$ cat src/rtl/mac_dot_seq.sv
// Streaming dot-product sequencer wrapped around an external combinational mac_unit.
// Define DOT_BEAT_CNT_EN to add the saturating beat counter and the r_count port.
module mac_dot_seq #(
  parameter int unsigned DW = 16,
  parameter int unsigned CW = 8
) (
  input  logic          clk,
  input  logic          rst,
  input  logic          cfg_mode,
  input  logic          s_valid,
  output logic          s_ready,
  input  logic [DW-1:0] s_a,
  input  logic [DW-1:0] s_b,
  input  logic          s_last,
  output logic [DW-1:0] mac_a,
  output logic [DW-1:0] mac_b,
  output logic [DW-1:0] mac_c,
  output logic          mac_mode,
  input  logic [DW-1:0] mac_out,
  output logic          r_valid,
  input  logic          r_ready,
`ifdef DOT_BEAT_CNT_EN
  output logic [CW-1:0] r_count,
`endif
  output logic [DW-1:0] r_data
);

  typedef enum logic [1:0] {StRun, StDrain, StResult} state_e;

  state_e        state_q, state_d;
  logic [DW-1:0] acc_q, acc_d;
  logic [DW-1:0] op_a_q, op_a_d;
  logic [DW-1:0] op_b_q, op_b_d;
  logic          op_valid_q, op_valid_d;
  logic          mode_q, mode_d;
  logic          first_q, first_d;
  logic          accept;

  assign s_ready  = (state_q == StRun) & ~rst;
  assign accept   = s_valid & s_ready;
  assign r_valid  = (state_q == StResult);
  assign r_data   = acc_q;
  assign mac_a    = op_a_q;
  assign mac_b    = op_b_q;
  assign mac_c    = acc_q;
  assign mac_mode = mode_q;

  always_comb begin
    state_d    = state_q;
    acc_d      = acc_q;
    op_a_d     = op_a_q;
    op_b_d     = op_b_q;
    op_valid_d = 1'b0;
    mode_d     = mode_q;
    first_d    = first_q;

    // Stage 1: register the operand pair; mode is latched only on a vector's first beat.
    if (accept) begin
      op_a_d     = s_a;
      op_b_d     = s_b;
      op_valid_d = 1'b1;
      if (first_q) begin
        mode_d  = cfg_mode;
        first_d = 1'b0;
      end
    end

    // Stage 2: retire the previous beat into the accumulator.
    if (op_valid_q) acc_d = mac_out;

    unique case (state_q)
      StRun: begin
        if (accept && s_last) state_d = StDrain;
      end
      StDrain: begin
        state_d = StResult;
      end
      StResult: begin
        if (r_ready) begin
          state_d = StRun;
          acc_d   = '0;
          first_d = 1'b1;
        end
      end
      default: state_d = StRun;
    endcase
  end

  always_ff @(posedge clk or posedge rst) begin
    if (rst) begin
      state_q    <= StRun;
      acc_q      <= '0;
      op_a_q     <= '0;
      op_b_q     <= '0;
      op_valid_q <= 1'b0;
      mode_q     <= 1'b0;
      first_q    <= 1'b1;
    end else begin
      state_q    <= state_d;
      acc_q      <= acc_d;
      op_a_q     <= op_a_d;
      op_b_q     <= op_b_d;
      op_valid_q <= op_valid_d;
      mode_q     <= mode_d;
      first_q    <= first_d;
    end
  end

`ifdef DOT_BEAT_CNT_EN
  logic [CW-1:0] cnt_q, cnt_d;

  always_comb begin
    cnt_d = cnt_q;
    if (op_valid_q && (cnt_q != {CW{1'b1}})) cnt_d = cnt_q + 1'b1;
    if ((state_q == StResult) && r_ready) cnt_d = '0;
  end

  always_ff @(posedge clk or posedge rst) begin
    if (rst) cnt_q <= '0;
    else     cnt_q <= cnt_d;
  end

  assign r_count = r_valid ? cnt_q : '0;
`endif

endmodule

$ cat config.mk
export PLATFORM = sky130hd
export DESIGN_NAME = mac_dot_seq
export DESIGN_NICKNAME = d
export VERILOG_FILES = /design/src/rtl/mac_dot_seq.sv
export SDC_FILE = /design/constraint.sdc
export NUM_CORES = 1
export LEC_CHECK = 0
export ABC_CLOCK_PERIOD_IN_PS = 1880
export BUFFER_PORTS_ARGS = -buffer_cell sky130_fd_sc_hd__buf_2
export CORE_MARGIN = 3
export CORE_UTILIZATION = 40
export CTS_CLUSTER_DIAMETER = 30
export DETAILED_ROUTE_END_ITERATION = 16
export PLACE_DENSITY = 0.8
export SLEW_MARGIN = 20
export SYNTH_ARGS = -nofsm -noshare
export SYNTH_HDL_FRONTEND = slang
export SYNTH_SLANG_ARGS = --single-unit
$ cat constraint.sdc
create_clock -name clk -period 1.88 [get_ports clk]
set_clock_uncertainty 0.05 [all_clocks]
set_input_delay 0.094 -clock clk [delete_from_list [all_inputs] [get_ports clk]]
set_output_delay 0.094 -clock clk [all_outputs]
set_load 0.02 [all_outputs]
==> flow_summary.toml, run 1 <==
[timing]
slew_violations = 0
worstMarginPinSlew_ps = 526
setup_viol = 0
tns_ps = 0
hold_viol_final = 0
rsz0062_at_grt = "no"
hold_ws_ps = 7.75
fmax_mhz = 632
period_share_pct = 84.2
max_slew_margin_pct = 64.9
layout_setup_ws_ps = 297
fin_crit_ps = 1580

[worst_setup_path]
path_buf_inv = 1
worstPathArrival_ps = 1710
path_max_fanout = 18
cp_cell_sequence = "nor4b_4 -> buf_4 -> mux2_2"
slowest_stage = "dfrtp_1"
worstSetupPathType = "reg2reg"
worstPathRequired_ps = 2000
max_stage_delay_ps = 440
critPathCaptureType = "flip-flop"
cp_top_family = "flip-flops"
start_kind = "flip-flop"

[yosys]
yosysWarnings = 0
synthTopCellsByArea = "dfrtp_1 60%, mux2_2 16%, mux2i_1 7.8%, buf_4 5.5%, nor2_1 2.8%"
syn_area_um2 = 2180
synthCells = 152
yosysTopAreaCell = "dfrtp_1"
muxShareOfSynthArea_pct = 24.9
seq_area_frac_synth_pct = 61.0
yosys.area.top_type_share_pct = 59.8
synth_top_family_by_area = "multiplexers"
synth_cell_types = 18
synth_compound_area_share_pct = 0.345
avgSynthCellArea_um2 = 14.3
synth.net_count = 206
synthSimpleGateAreaFrac_pct = 5.46
synth_xor_area_share_pct = 0
synth_adder_area_share_pct = 0
ys_ff_latch = 53

[die]
pin_count = 121
dieArea_um2 = 6360
initial_utilization_pct = 42.1
core_um2 = 5170
die_width_um = 79.8
die_y_um = 79.8
row_count = 26

[clock_network]
clk_latency_ps = 290
cts_made_buffers = 5
tritoncts = "built"
cts.sinks = 53
clock_path_buffers = 2
cts_max_level = 2
post_cts_buffers = 0
cts_root_buffer = "clkbuf_8"
clk_pin_slew_ps = 90

[run]
cap_violations = 0

[placed_design]
hpwl_mm = 3.45
io_buffers = 120
routabilityCongestion = 0.659
dp_slack_ps = 303

[pwr]
finalPower_w = 0.00355
power_per_cell_area_nw_per_um2 = 1080
p_leak_nw = 1.65
vdd_drop_max_v = 0.000514

[route]
route.met3.wl_um = 404
ant_nets = 0
wl_mm = 4.94
vias_per_cell = 4.43
drc = 0
drt-pass1-iter-count = 4
via_count = 1663
detail_route.wl_per_cell_um = 13.2
drt_iter0_drc = 58
wl_met2_mm = 2.62
met1_length_mm = 1.89
top_layer = "met4"

[cells_and_area]
layout_commonest_cell = "buf_2"
mostFrequentLayoutCells = "120 x buf_2, 52 x dfrtp_1, 43 x dlygate4sd3_1, 31 x mux2_2, 17 x mux2i_1"
utilization_pct = 63.6
insertedDiodeCount = 0
drive_above_1_share_pct = 54.4
fin_nets = 358
synthToLayoutAreaGrowth_pct = 51.1

[run_status]
status = "finished clean"

[global_routing]
grt_usage_pct = 15.4
grt_max_degree = 30
grt_first_pass_wirelength_mm = 7.71
antenna_found_initial = 0
grt_pass1_vias = 1660
overflow = 0

[worst_hold_path]
hp-class = "in2reg"
==> where the power goes <==
group	switching, W	internal [W]
combinational	0.000726	0.000516
clock	0.000332	0.000434
sequential	0.000150	0.00140
==> cells in the mapped netlist, drive strengths merged <==
master and count:
dfrtp 52, mux2 33, clkbuf 1, dfstp 1, o21bai 1, mux2i 17
inv 2, nor3 1, nor4b 1, nand2 1, and2b 1, nand2b 1
buf 22, nor2 16, and2 2
==> metrics by stage <==
| stage | instances | cell area, um^2 |
|---|---|---|
| after detailed placement | 324 | 2740 |
| after global routing | 375 | 3290 |
| after CTS | 375 | 3290 |
| after floorplan | 152 | 2180 |
| final | 375 | 3290 |
| after global placement | 324 | 2740 |
==> logic make-up after synthesis <==
group | after synthesis
flops | 53
mux | 50
buf+inv | 25
simple gates | 23
compound gates | 1
==> tightest hold or removal path: cells and delay by family <==
| family | cells | cell delay [ps] |
|---|---|---|
| muxes | 1 | 60 |
| and+or+nand+nor | 1 | 80 |
| buffers and inverters | 1 | 80 |
==> area by class of cell <==
type                            instances  area (um^2)
Clock buffer                            7         86.3
Multi-Input combinational cell         74          668
Sequential cell                        53         1330
Timing Repair Buffer                  168         1080
Fill cell                             391         1880
Inverter                                2         7.51
Clock inverter                          1         30.0
Tap cell                               70         87.6
==> worst paths after layout <==
path	start	slack, ps	cells after the start	to
min in group asynchronous	rst	380	3	mac_b[14]$_DFFE_PP0P_
max reg2reg	state_q[0]$_DFFE_PP0P_	300	3	mac_b[6]$_DFFE_PP0P_
max in group asynchronous	rst	790	4	first_q$_DFF_PP1_
min reg2reg	first_q$_DFF_PP1_	430	2	first_q$_DFF_PP1_
min	mac_out[12]	8	3	mac_c[12]$_DFF_PP0_
max	state_q[0]$_DFFE_PP0P_	300	3	mac_b[6]$_DFFE_PP0P_
==> sequential cells by signal (all words and copies together) (netlist names) <==
register	count
mac_c	16
state_q	2
mac_b	16
mac_a	16
mac_mode	1
first_q	1
op_valid_q	1
==> what timing repair did <==
item,CTS,global route
hold buffers,43,0
resized for setup,0,0
hold endpoints to repair,66,0
==> metal layers <==
metal,vias to the layer above,track usage [%]
met5,-,0
met4,0,5.07
met3,4,3.39
met2,76,28.6
met1,785,17.5
li1,798,-
No activity file was read; power rests on OpenSTA's default activity.
==> run 2, diff against run 1 <==
--- a/config.mk
+++ b/config.mk
@@ -5,7 +5,7 @@
 export SDC_FILE = /design/constraint.sdc
 export NUM_CORES = 1
 export LEC_CHECK = 0
-export ABC_CLOCK_PERIOD_IN_PS = 1880
+export ABC_CLOCK_PERIOD_IN_PS = 1600
 export BUFFER_PORTS_ARGS = -buffer_cell sky130_fd_sc_hd__buf_2
 export CORE_MARGIN = 3
 export CORE_UTILIZATION = 40
==> constraint.sdc (replaced) <==
create_clock -name clk -period 1.6 [get_ports clk]
set_clock_uncertainty 0.05 [all_clocks]
set_input_delay 0.08 -clock clk [delete_from_list [all_inputs] [get_ports clk]]
set_output_delay 0.08 -clock clk [all_outputs]
set_load 0.02 [all_outputs]
==> run 2 against run 1 <==
  * Worst setup slack got worse by 220 ps
  * Total power increased by 14%
  * Clock power decreased by 3.5%
  * Wire length increased by 4.4%
  * Count of clock-buffer cells in the layout rose by 1
  * Register-to-register slack worse by 220 ps
  * Via count up 3.4%
  * Flip-flop and latch count unchanged
  * Cell count is 1.6% higher
  * Sequential share of layout area shrank 0.75 points
  * Global-route usage increased by 1.5 points
==> flow_summary.toml, run 2 (same netlist as run 1, synthesis figures left out) <==
[run_status]
status = "finished clean"

[die]
die_width_um = 79.8
core_um2 = 5170
dieArea_um2 = 6360
die_y_um = 79.8
row_count = 26
initial_utilization_pct = 42.1
pin_count = 121

[worst_setup_path]
critPathCaptureType = "flip-flop"
worstPathArrival_ps = 1660
crit_start = "state_q[0]$_DFFE_PP0P_"
start_kind = "flip-flop"
slowest_stage = "dfrtp_1"
r2r-start = "state_q[0]$_DFFE_PP0P_"
worstSetupPathType = "reg2reg"
path_buf_inv = 1
max_stage_delay_ps = 450
reg2reg_to = "mac_b[1]$_DFFE_PP0P_"
worstPathRequired_ps = 1730
regToRegSetupSlack_ps = 70
reg2regPathDepth = 3
cp_cell_sequence = "nor4b_4 -> buf_6 -> mux2_2"
cp_top_family = "flip-flops"
path_max_fanout = 20

[global_routing]
grt_pass1_vias = 1851
grt_usage_pct = 16.9
overflow = 0
antenna_found_initial = 0
grt_max_degree = 36
grt_first_pass_wirelength_mm = 8.45

[placed_design]
io_buffers = 120
dp_slack_ps = 54.5
routabilityCongestion = 0.685
hpwl_mm = 3.34

[clock_network]
cts_made_buffers = 5
cts.sinks = 53
clock_path_buffers = 2
clk_pin_slew_ps = 80
tritoncts = "built"
clk_latency_ps = 290
cts_max_level = 2
cts_root_buffer = "clkbuf_8"

[route]
via_count = 1719
vias_per_cell = 4.51
drt-pass1-iter-count = 4
drc = 0
detail_route.wl_per_cell_um = 13.5
ant_nets = 0
drt_iter0_drc = 51
wl_mm = 5.16

[timing]
tns_ps = 0
fmax_mhz = 656
layout_setup_ws_ps = 74.6
hold_viol_final = 0
setup_viol = 0
period_share_pct = 95.3
worstMarginPinSlew_ps = 402
max_slew_margin_pct = 73.2
fin_crit_ps = 1530
slew_violations = 0

[pwr]
vdd_drop_max_v = 0.000568
p_leak_nw = 1.67
finalPower_w = 0.00404
power_per_cell_area_nw_per_um2 = 1210

[worst_hold_path]
hp-class = "in2reg"
holdPathStages = 3
min_to = "mac_c[15]$_DFF_PP0_"
hp-start = "mac_out[15]"

[cells_and_area]
mostFrequentLayoutCells = "120 x buf_2, 52 x dfrtp_1, 49 x dlygate4sd3_1, 29 x mux2_2, 17 x mux2i_1"
insertedDiodeCount = 0
layout_commonest_cell = "buf_2"
drive_above_1_share_pct = 53.4
fin_nets = 364
synthToLayoutAreaGrowth_pct = 54.0

[run]
cap_violations = 0
## run 2: changes by cell type in the layout (fill, tap and decap cells not counted)
| cell | delta |
|---|---|
| mux2_2 | -2 |
| dlygate4sd3_1 | +6 |
| clkbuf_1 | +1 |
| and2_1 | -1 |
| buf_12 | +1 |
| bufinv_16 | -1 |
| buf_6 | +2 |
| mux2_4 | +2 |
| buf_4 | -3 |
| and2_2 | +1 |
## run 2: area by class of cell
class | instances | area [um^2]
Clock buffer | 8 | 90.1
Fill cell | 400 | 1820
Inverter | 2 | 7.51
Multi-Input combinational cell | 74 | 677
Sequential cell | 53 | 1330
Tap cell | 70 | 87.6
Timing Repair Buffer | 174 | 1160
## run 2: worst max-delay path by stage
stage,endpoint,slack (ps),depth (start not counted)
6_report,mac_b[1]$_DFFE_PP0P_,70,3
5_1_grt,mac_b[7]$_DFFE_PP0P_,-2,3
4_1_cts,mac_b[1]$_DFFE_PP0P_,40,3
3_5_place_dp,mac_b[1]$_DFFE_PP0P_,50,3
3_3_place_gp,mac_b[4]$_DFFE_PP0P_,100,3
2_1_floorplan,mac_a[12]$_DFFE_PP0P_,-40,3
## run 2: what timing repair did
action	in CTS	in global routing
endpoints found under the setup margin	0	7
gates resized for setup	0	3
endpoints found under the hold margin	66	0
hold buffers	49	0
buffers inserted	0	0
## run 2: tightest hold or removal path, delay by kind of cell
kind / cells / cell delay [ps]
buf+inv: 1 / 70
mux: 1 / 50
simple gates: 1 / 90
## run 2: stage by stage
stage	cell area, um^2	instances	hold slack, ps	utilization [%]
final	3350	381	3.99	64.8
after global routing	3350	381	18.0	64.8
after CTS	3340	381	1.35	64.6
after detailed placement	2760	324	93.7	53.4
after global placement	2760	324	83.8	53.4
after floorplan	2180	152	159	-
## run 2: where the power goes
group          switching (W)  internal, W  leakage [nW]
registers           0.000173      0.00164         0.636
logic               0.000861     0.000630         0.992
clock network       0.000386     0.000353        0.0455
## run 2: routing by layer
layer	share of wire, %	global-route usage [%]	vias to the layer above
met5	0	0	-
met4	0.81	3.55	0
met3	8.7	4.74	6
met2	54	32.6	80
met1	37	18.3	818
li1	-	-	815
==> run 3, diff against run 2 <==
--- a/config.mk
+++ b/config.mk
@@ -8,10 +8,10 @@
 export ABC_CLOCK_PERIOD_IN_PS = 1600
 export BUFFER_PORTS_ARGS = -buffer_cell sky130_fd_sc_hd__buf_2
 export CORE_MARGIN = 3
-export CORE_UTILIZATION = 40
+export CORE_UTILIZATION = 44
 export CTS_CLUSTER_DIAMETER = 30
 export DETAILED_ROUTE_END_ITERATION = 16
-export PLACE_DENSITY = 0.8
+export PLACE_DENSITY = 0.87
 export SLEW_MARGIN = 20
 export SYNTH_ARGS = -nofsm -noshare
 export SYNTH_HDL_FRONTEND = slang
==> run 3 against run 2 <==
  * Die area down 8.4%
  * Clock power up 4.3%
  * Sequential power about the same
  * Wire length up 7.7%
  * Largest power group unchanged
  * Via count up 2.9%
  * Core utilization up 10 points
  * Fmax down 1.3%
  * Count of clock-buffer cells in the layout down 2
==> flow_summary.toml, run 3 (same netlist as run 1, synthesis figures left out) <==
[global_routing]
grt_max_degree = 52
antenna_found_initial = 0
overflow = 0
grt_pass1_vias = 1868
grt_first_pass_wirelength_mm = 8.94
grt_usage_pct = 18.9

[cells_and_area]
synthToLayoutAreaGrowth_pct = 56.9
mostFrequentLayoutCells = "120 x buf_2, 52 x dfrtp_1, 51 x dlygate4sd3_1, 29 x mux2_2, 17 x mux2i_1"
drive_above_1_share_pct = 53.9
fin_cells = 382
insertedDiodeCount = 0
fin_nets = 370
layout_commonest_cell = "buf_2"
fillers = 305

[run]
cap_violations = 0

[worst_setup_path]
worstPathArrival_ps = 1680
regToRegSetupSlack_ps = 60
r2r-start = "state_q[0]$_DFFE_PP0P_"
worstSetupPathType = "in2reg"
reg2regPathDepth = 4
critPathCaptureType = "flip-flop"
worstPathRequired_ps = 1730
start_kind = "primary input"
crit_start = "rst"
path_max_fanout = 13
reg2reg_to = "mac_b[9]$_DFFE_PP0P_"

[route]
vias_per_cell = 4.63
drt-pass1-iter-count = 4
via_count = 1768
drt_iter0_drc = 48
detail_route.wl_per_cell_um = 14.5
ant_nets = 0
wl_mm = 5.56
drc = 0

[die]
die_width_um = 76.3
row_count = 24
pin_count = 121
core_um2 = 4560
die_y_um = 76.3
dieArea_um2 = 5820
initial_utilization_pct = 47.7

[placed_design]
routabilityCongestion = 0.744
hpwl_mm = 3.22
placed_cells = 321
io_buffers = 120

[clock_network]
clk_latency_ps = 300
cts_root_buffer = "clkbuf_8"
cts_max_level = 2
clock_path_buffers = 2
clk_pin_slew_ps = 90
cts_made_buffers = 5
cts.sinks = 53
tritoncts = "built"

[worst_hold_path]
holdPathStages = 3
hp-class = "in2reg"
hp-start = "mac_out[15]"
min_to = "mac_c[15]$_DFF_PP0_"

[timing]
max_slew_margin_pct = 81.3
hold_ws_ps = 24.5
tns_ps = 0
fmax_mhz = 647
hold_viol_final = 0
worstMarginPinSlew_ps = 281
slew_violations = 0
setup_viol = 0
fin_crit_ps = 1550
period_share_pct = 96.6

[pwr]
p_seq_share_pct = 44.3
clkPwrFrac_pct = 18.7
internal-power_w = 0.00264
vdd_drop_max_v = 0.000637
finalPower_w = 0.00411
switching_share_pct = 35.9
power_per_cell_area_nw_per_um2 = 1200
switchingPower_w = 0.00148
p_leak_nw = 1.71
comb_power_share_pct = 36.9

[run_status]
status = "finished clean"
[run 3: changes by cell type in the layout (fill, tap and decap cells not counted)]
cell	delta
buf_4	+4
clkbuf_1	-2
dlygate4sd3_1	+2
and2_1	+1
and2_2	-1
buf_6	-1
clkbuf_16	+1
clkinv_2	+1
clkinv_4	+1
[run 3: repair_timing]
action	4_1_cts	5_1_grt
hold buffers	51	0
setup buffers	0	1
hold endpoints to repair	102	0
endpoints found under the setup margin	0	32
resized for setup	0	1
[run 3: how the worst max path moves through the flow]
stage	end	slack, ps	cells after the start
after floorplan	mac_a[12]$_DFFE_PP0P_	-40	3
after CTS	mac_a[9]$_DFFE_PP0P_	20	5
final	mac_b[9]$_DFFE_PP0P_	50	6
after global routing	mac_b[10]$_DFFE_PP0P_	-10	4
after global placement	mac_b[10]$_DFFE_PP0P_	120	3
after detailed placement	mac_a[9]$_DFFE_PP0P_	90	3
[run 3: final cells by class]
| type | count | area, um^2 | share of cell area (%) |
|---|---|---|---|
| clock buffers | 6 | 82.6 | 2.42 |
| multi-input cells | 74 | 676 | 19.8 |
| flip-flops and latches | 53 | 1330 | 38.9 |
| well taps | 65 | 81.3 | 2.38 |
| repair buffers | 180 | 1220 | 35.9 |
| inverters | 2 | 7.51 | 0.220 |
| clock inverters | 2 | 13.8 | 0.403 |
[run 3: worst max-delay path: stages]
cell and delay (ps):
dlygate4sd3_1 540, buf_2 160, nor4b_4 210, buf_4 190, clkbuf_16 180, mux2_2 330
[run 3: power by group through the flow]
stage,combinational (W),sequential (W),clock (W)
6_report,0.00152,0.00182,0.000771
5_1_grt,0.00162,0.00186,0.000843
3_3_place_gp,0.00138,0.00182,0
3_5_place_dp,0.00140,0.00182,0
2_1_floorplan,0.000632,0.00219,0
4_1_cts,0.00150,0.00180,0.000798
[run 3: layer usage]
layer | global-route usage, % | wire [um] | vias to the layer above
met5 | 0 | 0 | -
met4 | 5.98 | 53 | 0
met3 | 4.37 | 346 | 7
met2 | 35.1 | 2960 | 81
met1 | 21.3 | 2200 | 859
li1 | - | - | 821
[run 3: stage by stage]
step	utilization (%)	cell area, um^2	worst slack, ps
after floorplan	-	2180	-41.0
after global placement	60.7	2770	120
after detailed placement	60.7	2770	85.2
after CTS	74.0	3380	17.6
after global routing	74.8	3410	-14.6
final	74.8	3410	54.1
